$ cat config.mk
export PLATFORM = sky130hd
export DESIGN_NAME = mem_stage_ctrl
export DESIGN_NICKNAME = d
export VERILOG_FILES = /design/src/rtl/mem_stage_ctrl.sv
export SDC_FILE = /design/constraint.sdc
export NUM_CORES = 1
export LEC_CHECK = 0
export CAP_MARGIN = 5
export CORE_ASPECT_RATIO = 0.75
export CORE_MARGIN = 5
export CORE_UTILIZATION = 46
export CTS_BUF_LIST = sky130_fd_sc_hd__clkbuf_4 sky130_fd_sc_hd__clkbuf_8
export DETAILED_ROUTE_END_ITERATION = 8
export PLACE_DENSITY = 0.89
export SYNTH_ARGS = -nofsm -noshare
export SYNTH_HDL_FRONTEND = slang
export SYNTH_SLANG_ARGS = --single-unit
$ cat constraint.sdc
create_clock -name clk -period 4 [get_ports clk]
set_input_delay 0.4 -clock clk [delete_from_list [all_inputs] [get_ports clk]]
set_output_delay 0.4 -clock clk [all_outputs]
set_load 0.005 [all_outputs]
$ cat src/rtl/mem_stage_ctrl.sv
// M-stage memory controller: decodes load/store/write-back select, drives a req/ack data port
// through an IDLE/REQ/DONE wait-state FSM with timeout, and lane-aligns/extends data.
module mem_stage_ctrl #(
    parameter int ADDR_W   = 32,
    parameter int MAX_WAIT = 15,
    parameter int CNT_W    = 8
) (
    input  logic              clk,
    input  logic              reset,
    input  logic [31:0]       ir_m,
    input  logic              valid_m,
    input  logic [31:0]       addr_m,
    input  logic [31:0]       wd_m,
    output logic              mem_req,
    output logic              mem_we,
    output logic [3:0]        mem_be,
    output logic [ADDR_W-1:0] mem_addr,
    output logic [31:0]       mem_wdata,
    input  logic              mem_ack,
    input  logic [31:0]       mem_rdata,
    output logic [31:0]       rd_data,
    output logic [1:0]        wd_sel,
    output logic              stall_m,
    output logic              exc_adel,
    output logic              exc_ades,
    output logic              timeout
);

    localparam logic [1:0] SZ_B = 2'd0;
    localparam logic [1:0] SZ_H = 2'd1;
    localparam logic [1:0] SZ_W = 2'd2;
    localparam logic [CNT_W-1:0] LAST_CNT = CNT_W'(MAX_WAIT - 1);

    typedef enum logic [1:0] {IDLE, REQ, DONE} state_t;

    state_t           state;
    logic [CNT_W-1:0] cnt;
    logic             we_q;
    logic [1:0]       size_q;
    logic             sx_q;
    logic [1:0]       lane_q;

    logic [5:0]  op;
    logic [5:0]  funct;
    logic        is_load;
    logic        is_store;
    logic        sign_ext;
    logic [1:0]  size;
    logic        misaligned;
    logic        start;
    logic [3:0]  be_d;
    logic [31:0] wdata_d;
    logic        unused_ir;

    assign op        = ir_m[31:26];
    assign funct     = ir_m[5:0];
    assign unused_ir = ^ir_m[25:6];

    // Selects the addressed lane of the read word and extends it to 32 bits.
    function automatic logic [31:0] load_extend(input logic [1:0] sz, input logic sx,
                                                input logic [1:0] lane, input logic [31:0] word);
        logic [31:0] shifted;
        logic [15:0] half;
        logic [31:0] result;
        shifted = word >> {lane, 3'b000};
        half    = lane[1] ? word[31:16] : word[15:0];
        case (sz)
            SZ_B:    result = sx ? {{24{shifted[7]}}, shifted[7:0]} : {24'd0, shifted[7:0]};
            SZ_H:    result = sx ? {{16{half[15]}}, half} : {16'd0, half};
            default: result = word;
        endcase
        return result;
    endfunction

    always_comb begin
        is_load  = 1'b0;
        is_store = 1'b0;
        sign_ext = 1'b0;
        size     = SZ_W;
        wd_sel   = 2'd0;
        if (valid_m) begin
            case (op)
                6'h00: begin
                    case (funct)
                        6'h10, 6'h12: wd_sel = 2'd3;
                        6'h09:        wd_sel = 2'd2;
                        default:      wd_sel = 2'd0;
                    endcase
                end
                6'h03: wd_sel = 2'd2;
                6'h20: begin is_load = 1'b1; sign_ext = 1'b1; size = SZ_B; wd_sel = 2'd1; end
                6'h21: begin is_load = 1'b1; sign_ext = 1'b1; size = SZ_H; wd_sel = 2'd1; end
                6'h23: begin is_load = 1'b1; size = SZ_W; wd_sel = 2'd1; end
                6'h24: begin is_load = 1'b1; size = SZ_B; wd_sel = 2'd1; end
                6'h25: begin is_load = 1'b1; size = SZ_H; wd_sel = 2'd1; end
                6'h28: begin is_store = 1'b1; size = SZ_B; end
                6'h29: begin is_store = 1'b1; size = SZ_H; end
                6'h2B: begin is_store = 1'b1; size = SZ_W; end
                default: wd_sel = 2'd0;
            endcase
        end
    end

    assign misaligned = ((size == SZ_H) && addr_m[0]) ||
                        ((size == SZ_W) && (addr_m[1:0] != 2'b00));
    assign exc_adel   = is_load && misaligned;
    assign exc_ades   = is_store && misaligned;
    assign start      = (is_load || is_store) && !misaligned;

    always_comb begin
        case (size)
            SZ_B: begin
                be_d    = 4'b0001 << addr_m[1:0];
                wdata_d = {4{wd_m[7:0]}};
            end
            SZ_H: begin
                be_d    = addr_m[1] ? 4'b1100 : 4'b0011;
                wdata_d = {2{wd_m[15:0]}};
            end
            default: begin
                be_d    = 4'b1111;
                wdata_d = wd_m;
            end
        endcase
    end

    assign mem_req = (state == REQ);
    assign mem_we  = (state == REQ) && we_q;
    assign stall_m = (state == REQ) || ((state == IDLE) && start);
    assign timeout = (state == REQ) && !mem_ack && (cnt == LAST_CNT);

    always_ff @(posedge clk) begin
        if (reset) begin
            state     <= IDLE;
            cnt       <= '0;
            rd_data   <= '0;
            mem_addr  <= '0;
            mem_be    <= '0;
            mem_wdata <= '0;
            we_q      <= 1'b0;
            size_q    <= SZ_B;
            sx_q      <= 1'b0;
            lane_q    <= 2'b00;
        end else begin
            case (state)
                IDLE: begin
                    if (start) begin
                        state     <= REQ;
                        cnt       <= '0;
                        mem_addr  <= {addr_m[ADDR_W-1:2], 2'b00};
                        mem_be    <= be_d;
                        mem_wdata <= wdata_d;
                        we_q      <= is_store;
                        size_q    <= size;
                        sx_q      <= sign_ext;
                        lane_q    <= addr_m[1:0];
                    end
                end
                REQ: begin
                    // An ack in the final wait cycle still counts as a normal completion.
                    if (mem_ack) begin
                        rd_data <= load_extend(size_q, sx_q, lane_q, mem_rdata);
                        state   <= DONE;
                    end else if (cnt == LAST_CNT) begin
                        rd_data <= '0;
                        state   <= DONE;
                    end else begin
                        cnt <= cnt + CNT_W'(1);
                    end
                end
                DONE:    state <= IDLE;
                default: state <= IDLE;
            endcase
        end
    end

endmodule

==> summary.md, run 1 <==
| Metric | Value |
|---|---|
| Critical path launch point type | `input pin` |
| CTS Buf Count | `17` |
| Critical Path End Type | `output pin` |
| Sink Count | `114` |
| Vias | `5,385` |
| I/O Buffers | `217` |
| Post-synthesis cell count | `595` |
| Slew @ Worst Pin | `1.06 ns` |
| Vias in the first global route | `5,406` |
| Synth top cells by count | `nand2_1, dfxtp_1, a21oi_1` |
| CTS Buffer Depth | `2` |
| Initial antenna violation count | `0` |
| Sequential cell area fraction in the yosys report | `0.452` |
| GRT overflow | `0` |
| Clock root buffer | `clkbuf_8` |
| Register area | `2280 sq um` |
| Status | `complete, no violations` |
| Maximum clock frequency | `311 MHz` |
| Final Cell Area | `7690 sq um` |
| Post-Synth Adder-Cell Area | `0.00496` |
| Power Density | `329 nW/um^2` |
| Post-CTS Setup Inserts | `0` |
| WL/cell | `18.3 um` |
| Pwr Total | `2530 uW` |
| Detailed-route DRC error count | `0` |
| GP Congestion | `0.923` |
| Fin crit share | `0.803` |
| Largest net degree at the start of global routing | `56` |
| Required @ worst endpoint | `3.60 ns` |
| XOR/XNOR Fraction of Synth Area | `0` |
| Peak VDD IR | `0.335 mV` |
| Post-synth top area share | `0.452` |
| Worst skew pair latency | `0.43 ns` |
| Die Area | `13,200 sq um` |
| DR vias/cell | `5.68` |
| Final slew viol count | `0` |
| Arr. time, crit path | `2.81 ns` |
| Synth async-reset ratio | `0` |
| Max-cap violations | `0` |
| Cts hold-fix bufs | `0` |
| Detailed Place HPWL | `12,900 um` |
| Netlist Area Pre-Place | `5040 sq um` |
| NetSw | `612 uW` |
| Reg clk slew, reported paths | `0.07 ns` |
| Complex-gate fraction of the synthesized area | `0.228` |
| Initial Util | `0.466` |
| Site Rows | `33` |
| Core area | `10,800 sq um` |
| Flops & latches, synth | `114` |
| Layout fillers | `841` |
| Syn Area/Cell | `8.48 sq um` |
| Number of synthesized flops with an enable pin | `0` |
| Largest cells by area after synthesis | `dfxtp_1, nand2_1, a21oi_1` |
| Nets@finish | `929` |
| Crit Path Category | `input pin to output pin` |
| Yosys top cell by area | `dfxtp_1` |
| # IOs | `240` |
| Area delta synth->final | `52.5%` |
| Clock share of power | `0.449` |
| Setup repair after global routing missed its margin | `no` |
| Simple-gate share of the synthesized area | `0.234` |
| Max FO, Critical Path | `9` |
| Relative slew slack | `0.292` |
| Hold WC Path Type | `input pin to flop` |
| Routed Antenna Nets | `0` |
| Placed Area | `7270 sq um` |
| Tmin final | `3.21 ns` |
| Resize count post-CTS | `0` |
| Logic pwr share | `0.097` |
| First-pass GRT wire length | `27,400 um` |
| Die height | `101 um` |
| Final Util | `0.711` |
| Clock Skew | `0.0151 ns` |
| Count leader, synth | `nand2_1` |
| Internal | `1920 uW` |
| Routed WL | `17,400 um` |
| Total track usage | `0.265` |
| Share of layout cells above drive strength 1 | `0.0693` |
| CTS tree | `done` |
| Largest family of logic cells by synthesized area | `simple AND/OR/NAND/NOR gates` |
| Ant diodes | `0` |
| Drt first pass iters | `6` |
| Pleak | `0.00263 uW` |
| Number of H-tree levels | `4` |
| Prevailing post-synth register cell | `dfxtp_1` |
| Final TNS setup | `0 ns` |
| Switching Fraction | `0.242` |
| Synth cell types | `58` |
| Ys Warns | `0` |
| Final setup fails | `0` |
| Die width | `131 um` |
| Post-synthesis mux area share | `0.0365` |
| Initial DRC Count | `420` |
| Sequential share of power | `0.454` |
| Final hold violations | `0` |
| Area of the multi-input gates | `2540 sq um` |
-- final timing paths --
path / slack [ns] / from / endpoint / cells past startpoint
worst max-delay path: 0.79 / ir_m[27] / exc_adel / 7
worst min-delay path: 0.40 / reset / sx_q$_SDFFE_PP0P_ / 2
worst max register to register: 1.56 / cnt[4]$_SDFFE_PP0P_ / rd_data[30]$_SDFFE_PP0P_ / 6
worst min register to register: 0.46 / mem_addr[14]$_SDFFE_PP0P_ / mem_addr[14]$_SDFFE_PP0P_ / 2
-- state kept, by name (all words and copies together) (netlist names) --
register   cells
mem_addr      30
we_q           1
cnt            8
lane_q         2
mem_be         4
sx_q           1
state          2
size_q         2
rd_data       32
mem_wdata     32
-- worst max-delay path: stages --
cell and delay, ns:
clkdlybuf4s50_1 0.64, nand4bb_4 0.23, or2_0 0.42, buf_4 0.25
nand2_1 0.09, a21boi_0 0.20, clkdlybuf4s50_1 0.58
-- cell usage in the layout, fill, tap and decap left out, types with 3 or more instances in the layout --
master             n
and2_1             4
clkbuf_8          17
inv_1              5
dfxtp_1          114
a21oi_1           60
bufinv_16          3
inv_6              3
buf_4             11
nand2b_1          32
o21ai_0           12
o31ai_1            7
a311oi_1          10
o221ai_1           7
nor2_1            31
nand2_1          129
clkdlybuf4s50_1  216
a32o_1             8
or4_1              8
nor3_1            13
nand3_1            5
mux2i_1           15
nand3b_1           4
a221o_1           16
a31oi_1           10
a22o_1            16
clkinv_4           5
-- cell families after synthesis --
kind of cell | Yosys count
simple gates | 246
compound gates | 162
flops | 114
buf+inv | 53
mux | 17
fa+ha+maj | 2
other cells | 1
-- per-stage QoR --
stage / hold WS [ns] / instances / setup WS (ns)
after floorplan: 0.432 / 596 / 1.83
after global placement: 0.441 / 916 / 0.970
after detailed placement: 0.446 / 916 / 0.845
after CTS: 0.362 / 948 / 0.822
after global routing: 0.379 / 948 / 0.615
final: 0.396 / 948 / 0.789
-- area by class of cell --
type                       count  share of cell area
sequential                   114               0.297
tap                          140              0.0228
clock inverter                14              0.0234
multi-input combinational    429               0.331
clock buffer                  18              0.0314
inverter                       5             0.00244
timing repair buffer         228               0.293
-- power groups by stage --
stage / Clock, uW / Combinational [uW] / Sequential [uW]
6_report: 1140 / 247 / 1150
4_1_cts: 1160 / 244 / 1150
3_5_place_dp: 0 / 243 / 1180
3_3_place_gp: 0 / 237 / 1180
5_1_grt: 1220 / 263 / 1150
2_1_floorplan: 0 / 79.3 / 1180
-- metal layers --
| metal | wire [um] | GRT usage | up-vias | share of wire |
|---|---|---|---|---|
| li1 | - | - | 2532 | - |
| met1 | 6770 | 0.315 | 2573 | 0.39 |
| met2 | 8410 | 0.427 | 234 | 0.48 |
| met3 | 1540 | 0.107 | 46 | 0.089 |
| met4 | 648 | 0.108 | 0 | 0.037 |
| met5 | 0 | 0 | - | 0 |
Power figures use the tool's default switching activity.
==> inputs of run 2 (changes only) <==
--- a/config.mk
+++ b/config.mk
@@ -8,10 +8,10 @@
 export CAP_MARGIN = 5
 export CORE_ASPECT_RATIO = 0.75
 export CORE_MARGIN = 5
-export CORE_UTILIZATION = 46
+export CORE_UTILIZATION = 42
 export CTS_BUF_LIST = sky130_fd_sc_hd__clkbuf_4 sky130_fd_sc_hd__clkbuf_8
 export DETAILED_ROUTE_END_ITERATION = 8
-export PLACE_DENSITY = 0.89
+export PLACE_DENSITY = 0.82
 export SYNTH_ARGS = -nofsm -noshare
 export SYNTH_HDL_FRONTEND = slang
 export SYNTH_SLANG_ARGS = --single-unit
==> constraint.sdc (replaced) <==
create_clock -name clk -period 2.97 [get_ports clk]
set_input_delay 0.297 -clock clk [delete_from_list [all_inputs] [get_ports clk]]
set_output_delay 0.297 -clock clk [all_outputs]
set_load 0.005 [all_outputs]
==> run 2 against run 1 <==
  * Clock-buffer cell count unchanged
  * Clock power increased by 36%
  * Highest routed layer unchanged
  * Clock skew increased by 0.0053 ns
  * Critical path type unchanged
  * Non-clock buffer count increased by 3
  * Die area increased by 8.7%
  * Critical endpoint unchanged
  * Worst setup slack got worse by 0.57 ns
  * Largest cell class unchanged
  * Worst hold slack got worse by 0.045 ns
  * Final area increased by 0.85%
==> summary.md, run 2 (same netlist as run 1, synthesis figures left out) <==
| Metric | Value |
|---|---|
| Fin crit share | `0.928` |
| Reg clk slew, reported paths | `0.07 ns (about the same)` |
| Post-CTS Setup Inserts | `0 (unchanged)` |
| DR vias/cell | `5.53 (-2.7%)` |
| Routed Antenna Nets | `0 (unchanged)` |
| Routed WL | `17,700 um (+1.6%)` |
| Resize count post-CTS | `0 (unchanged)` |
| Worst r2r src | `cnt[5]$_SDFFE_PP0P_` |
| Sink Count | `114 (unchanged)` |
| Max-cap violations | `0 (unchanged)` |
| I/O Buffers | `217 (unchanged)` |
| Arr. time, crit path | `2.46 ns (-0.35 ns)` |
| Pwr Total | `3440 uW (+36%)` |
| GRT met3 Usage | `0.0744 (-0.0325)` |
| First-pass GRT wire length | `28,200 um (+2.9%)` |
| Tmin final | `2.76 ns` |
| Cts hold-fix bufs | `0 (unchanged)` |
| Slew @ Worst Pin | `0.779 ns (-0.277 ns)` |
| Hold Crit Start | `reset` |
| Layout fillers | `978 (+16%)` |
| Ant diodes | `0 (unchanged)` |
| Final TNS setup | `0 ns (unchanged)` |
| Clock Skew | `0.0204 ns (+0.00531 ns)` |
| Commonest non-fill, non-tap cell in the layout | `clkdlybuf4s50_1` |
| Site Rows | `34 (+3.0%)` |
| Power Density | `443 nW/um^2 (+35%)` |
| Detailed-route DRC error count | `0 (unchanged)` |
| Drt first pass iters | `5 (-1)` |
| Area delta synth->final | `53.7%` |
| Die Area | `14,300 sq um (+8.7%)` |
| Number of H-tree levels | `4 (unchanged)` |
| Core area | `11,700 sq um (+7.7%)` |
| Critical Path End Type | `output pin` |
| Biggest regs | `mem_wdata: 32 flops, rd_data: 32 flops, mem_addr: 30 flops` |
| Detailed Place HPWL | `13,300 um (+2.8%)` |
| Die height | `105 um (+4.2%)` |
| Critical path launch point type | `input pin` |
| Setup repair after global routing missed its margin | `no` |
| Initial DRC Count | `400 (-4.8%)` |
| Pleak | `0.00263 uW (+0.22%)` |
| Initial antenna violation count | `0 (unchanged)` |
| Share of layout cells above drive strength 1 | `0.0727 (+0.00344)` |
| Most frequent cells in the layout | `clkdlybuf4s50_1, nand2_1, dfxtp_1` |
| Final slew viol count | `0 (unchanged)` |
| Maximum clock frequency | `363 MHz` |
| Final setup fails | `0 (unchanged)` |
| Status | `complete, no violations` |
| Total track usage | `0.245 (-0.0205)` |
| GP Congestion | `0.864 (-6.4%)` |
| Grt peak-use layer | `met2` |
| Vias | `5,376 (-0.17%)` |
| # IOs | `240 (unchanged)` |
| WL/cell | `18.1 um (-1.0%)` |
| Worst skew pair latency | `0.43 ns (about the same)` |
| Relative slew slack | `0.477 (+0.185)` |
| CTS tree | `done` |
| CTS Buffer Depth | `2 (unchanged)` |
| Crit Path Category | `input pin to output pin` |
| GR Util met2 | `0.402 (-0.0257)` |
| Clock root buffer | `clkbuf_8` |
| Vias in the first global route | `5,631 (+4.2%)` |
| Nets@finish | `932 (+0.32%)` |
| Max FO, Critical Path | `12 (+3)` |
| Peak VDD IR | `0.318 mV (-5.1%)` |
| Hold WC Path Type | `input pin to flop` |
| Largest net degree at the start of global routing | `64 (+14%)` |
| GRT overflow | `0 (unchanged)` |
| Initial Util | `0.433 (-0.0335)` |
| Final hold violations | `0 (unchanged)` |
| Required @ worst endpoint | `2.67 ns (-0.93 ns)` |
| CTS Buf Count | `17 (unchanged)` |
| Critical Path Source | `ir_m[27]` |
| Die width | `137 um (+4.3%)` |
| GR Layer Usage met1 | `0.294 (-0.0207)` |
[run 2: path summary, 6_finish.rpt]
check | to | depth (start not counted) | slack, ns
hold reg to reg | mem_addr[27]$_SDFFE_PP0P_ | 2 | 0.45
hold / removal | rd_data[7]$_SDFFE_PP0P_ | 2 | 0.35
setup reg to reg | rd_data[31]$_SDFFE_PP0P_ | 6 | 0.58
setup / recovery | exc_adel | 7 | 0.21
[run 2: metrics by stage]
step | hold WS, ns | setup slack [ns] | std cells | cell area, sq um | util
after global routing | 0.386 | 0.103 | 973 | 7760 | 0.665
after CTS | 0.314 | 0.222 | 973 | 7760 | 0.665
after floorplan | 0.432 | 0.954 | 596 | 5050 | -
after global placement | 0.442 | 0.301 | 941 | 7330 | 0.629
after detailed placement | 0.446 | 0.249 | 941 | 7330 | 0.629
final | 0.351 | 0.214 | 973 | 7760 | 0.665
[run 2: critical path, stage by stage]
cell and delay (ns):
clkdlybuf4s50_1 0.64, nand4bb_4 0.23, or2_0 0.19, buf_4 0.23, nand2_1 0.10, a21boi_0 0.21, clkdlybuf4s50_1 0.55
[run 2: cell type report]
class	instances	area [sq um]	share of cell area
multi-input cells	429	2540	0.328
inverters	5	18.8	0.00242
repair buffers	231	2280	0.295
well taps	162	203	0.0261
clock inverters	14	176	0.0227
clock buffers	18	248	0.0319
flip-flops and latches	114	2280	0.294
[run 2: per-layer routing]
| metal | vias to the layer above | wire [um] |
|---|---|---|
| li1 | 2544 | - |
| met1 | 2555 | 7110 |
| met2 | 236 | 8510 |
| met3 | 41 | 1470 |
| met4 | 0 | 559 |
| met5 | - | 0 |
[run 2: where the power goes]
group | switching (uW) | internal, uW | leakage (uW) | total (uW)
Combinational | 139 | 197 | 0.00151 | 336
Sequential | 8.20 | 1540 | 0.000919 | 1550
Clock | 693 | 862 | 0.000199 | 1550
==> inputs of run 3 (changes only) <==
==> constraint.sdc (replaced) <==
create_clock -name clk -period 2.97 [get_ports clk]
set_input_delay 0.891 -clock clk [delete_from_list [all_inputs] [get_ports clk]]
set_output_delay 0.891 -clock clk [all_outputs]
set_load 0.005 [all_outputs]
==> run 3 against run 2 <==
  * Cell count rose by 4.0%
  * Via count rose by 4.0%
  * Largest power group unchanged
  * Die area did not move
  * The run now ends with setup timing left
  * Combinational power rose by 13%
  * Register-to-register slack improved by 0.19 ns
  * Non-clock buffer count rose by 39
  * Clock skew fell by 0.012 ns
  * Critical path depth fell by 2
  * Power fell by 3.6%
  * Clock power fell by 10%
  * Utilization rose by 3.1 points
  * Critical endpoint is now wd_sel[1]
==> summary.md, run 3 (same netlist as run 1, synthesis figures left out) <==
| Metric | Value |
|---|---|
| Drt first pass iters | `6 (+1)` |
| CP max-delay cell | `or4_4` |
| Required @ worst endpoint | `2.08 ns (-0.59 ns)` |
| R2R Setup Slk | `0.77 ns (+0.19 ns)` |
| Detailed Place HPWL | `13,900 um (+4.5%)` |
| Initial antenna violation count | `0 (unchanged)` |
| Hold path depth | `2 (unchanged)` |
| Site Rows | `34 (unchanged)` |
| GRT overflow | `0 (unchanged)` |
| Sink Count | `114 (unchanged)` |
| Final slew viol count | `0 (unchanged)` |
| Die height | `105 um (unchanged)` |
| Maximum clock frequency | `335 MHz (-7.8%)` |
| Critical path launch point type | `input pin` |
| Vias | `5,593 (+4.0%)` |
| Biggest regs | `mem_wdata: 32 flops, rd_data: 32 flops, mem_addr: 30 flops` |
| Nets@finish | `971 (+4.2%)` |
| Vias in the first global route | `5,696 (+1.2%)` |
| Detailed-route DRC error count | `0 (unchanged)` |
| Area of the multi-input gates | `2660 sq um (+4.7%)` |
| Ant diodes | `0 (unchanged)` |
| Max FO, Critical Path | `2 (-10)` |
| Final Util | `0.696 (+0.0309)` |
| GP Congestion | `0.892 (+3.2%)` |
| DR vias/cell | `5.53 (about the same)` |
| Final setup fails | `1 (+1)` |
| Pwr Total | `3320 uW (-3.6%)` |
| Critical Path End Type | `output pin` |
| Placed Area | `7610 sq um (+3.8%)` |
| Crit Path Category | `input pin to output pin` |
| Die Area | `14,300 sq um (unchanged)` |
| Register area | `2280 sq um (unchanged)` |
| Initial DRC Count | `561 (+40%)` |
| Share of layout cells above drive strength 1 | `0.151 (+0.0778)` |
| Largest stage delay, worst path | `0.55 ns (-0.09 ns)` |
| Die width | `137 um (unchanged)` |
| First-pass GRT wire length | `29,500 um (+4.4%)` |
| Slew @ Worst Pin | `0.839 ns (+0.0597 ns)` |
| Clock Skew | `0.00839 ns (-0.0120 ns)` |
| Cts hold-fix bufs | `0 (unchanged)` |
| Initial Util | `0.433 (unchanged)` |
| Dpl ws | `-0.864 ns (-1.11 ns)` |
| Tmin final | `2.99 ns (+0.233 ns)` |
| Routed WL | `18,700 um (+5.7%)` |
| Failing checks | `setup timing` |
| Layout fillers | `880 (-10%)` |
| Hold WC Path Type | `flop to flop` |
| Routed Antenna Nets | `0 (unchanged)` |
| Core area | `11,700 sq um (unchanged)` |
| Worst R2R Path Depth | `6 (unchanged)` |
| Largest net degree at the start of global routing | `62 (-3.1%)` |
| Power Density | `409 nW/um^2 (-7.9%)` |
| Arr. time, crit path | `2.10 ns (-0.36 ns)` |
| CTS Buf Count | `17 (unchanged)` |
| CTS Buffer Depth | `2 (unchanged)` |
| Setup repair after global routing missed its margin | `yes` |
| # IOs | `240 (unchanged)` |
| Clock root buffer | `clkbuf_8` |
| Final hold violations | `0 (unchanged)` |
| CP Cell Sequence | `buf_6, or4_4, or2_4, a21boi_2, buf_2` |
| Final Cell Area | `8120 sq um (+4.6%)` |
| Number of H-tree levels | `4 (unchanged)` |
| Relative slew slack | `0.437 (-0.0400)` |
| Area delta synth->final | `60.9%` |
| Reg clk slew, reported paths | `0.08 ns (about the same)` |
| Status | `complete, but fails checks` |
| CTS tree | `done` |
| Commonest non-fill, non-tap cell in the layout | `clkdlybuf4s50_1` |
| Worst skew pair latency | `0.43 ns (about the same)` |
| Fin crit share | `1.01 (+0.0785)` |
| Max-cap violations | `0 (unchanged)` |
| I/O Buffers | `217 (unchanged)` |
| Most frequent cells in the layout | `clkdlybuf4s50_1, nand2_1, dfxtp_1` |
| Pleak | `0.00291 uW (+11%)` |
| Total track usage | `0.257 (+0.0120)` |
| Final WS setup | `-0.0189 ns (-0.233 ns)` |
| WL/cell | `18.4 um (+1.7%)` |
| Peak VDD IR | `0.352 mV (+11%)` |
==> run 3: path summary, 6_finish.rpt <==
check,start,endpoint
worst max-delay path,ir_m[28],wd_sel[1]
worst min-delay path,mem_addr[6]$_SDFFE_PP0P_,mem_addr[6]$_SDFFE_PP0P_
worst max register to register,state[1]$_SDFFE_PP0P_,rd_data[21]$_SDFFE_PP0P_
worst min register to register,mem_addr[6]$_SDFFE_PP0P_,mem_addr[6]$_SDFFE_PP0P_
==> run 3: critical path, delay by kind of cell <==
kind | cells | cell delay [ns]
and+or+nand+nor | 2 | 0.82
buffers and inverters | 2 | 0.24
AOI/OAI and AO/OA | 1 | 0.16
==> run 3: area by class of cell <==
type | count | area share
Multi-Input combinational cell | 429 | 0.328
Timing Repair Buffer | 270 | 0.317
Sequential cell | 114 | 0.281
Clock buffer | 18 | 0.0305
Tap cell | 162 | 0.0250
Clock inverter | 14 | 0.0162
Inverter | 5 | 0.00231
==> run 3: metal layers <==
metal  GRT usage  routed length (um)
met4      0.0986                 483
met5           0                   0
met2       0.419                9060
met3      0.0812                1670
met1       0.315                7450
==> run 3: repair_timing <==
item                                    CTS  global route
pin swaps                                12             9
resized for setup                        77            15
endpoints found under the setup margin    6             6
setup buffers                             5             1
==> run 3: stage by stage <==
step | cells | hold slack, ns | setup TNS [ns]
2_1_floorplan | 596 | 0.432 | -0.0467
3_3_place_gp | 976 | 0.441 | -22.09
3_5_place_dp | 976 | 0.446 | -27.71
4_1_cts | 1012 | 0.458 | -0.00262
5_1_grt | 1012 | 0.477 | -0.0326
6_report | 1012 | 0.455 | -0.0189
==> run 3: report_power, final <==
part	total [uW]	internal (uW)	leakage, uW	switching [uW]
Combinational	378	221	0.00180	157
Clock	1390	694	0.000188	694
Sequential	1550	1540	0.000919	8.46
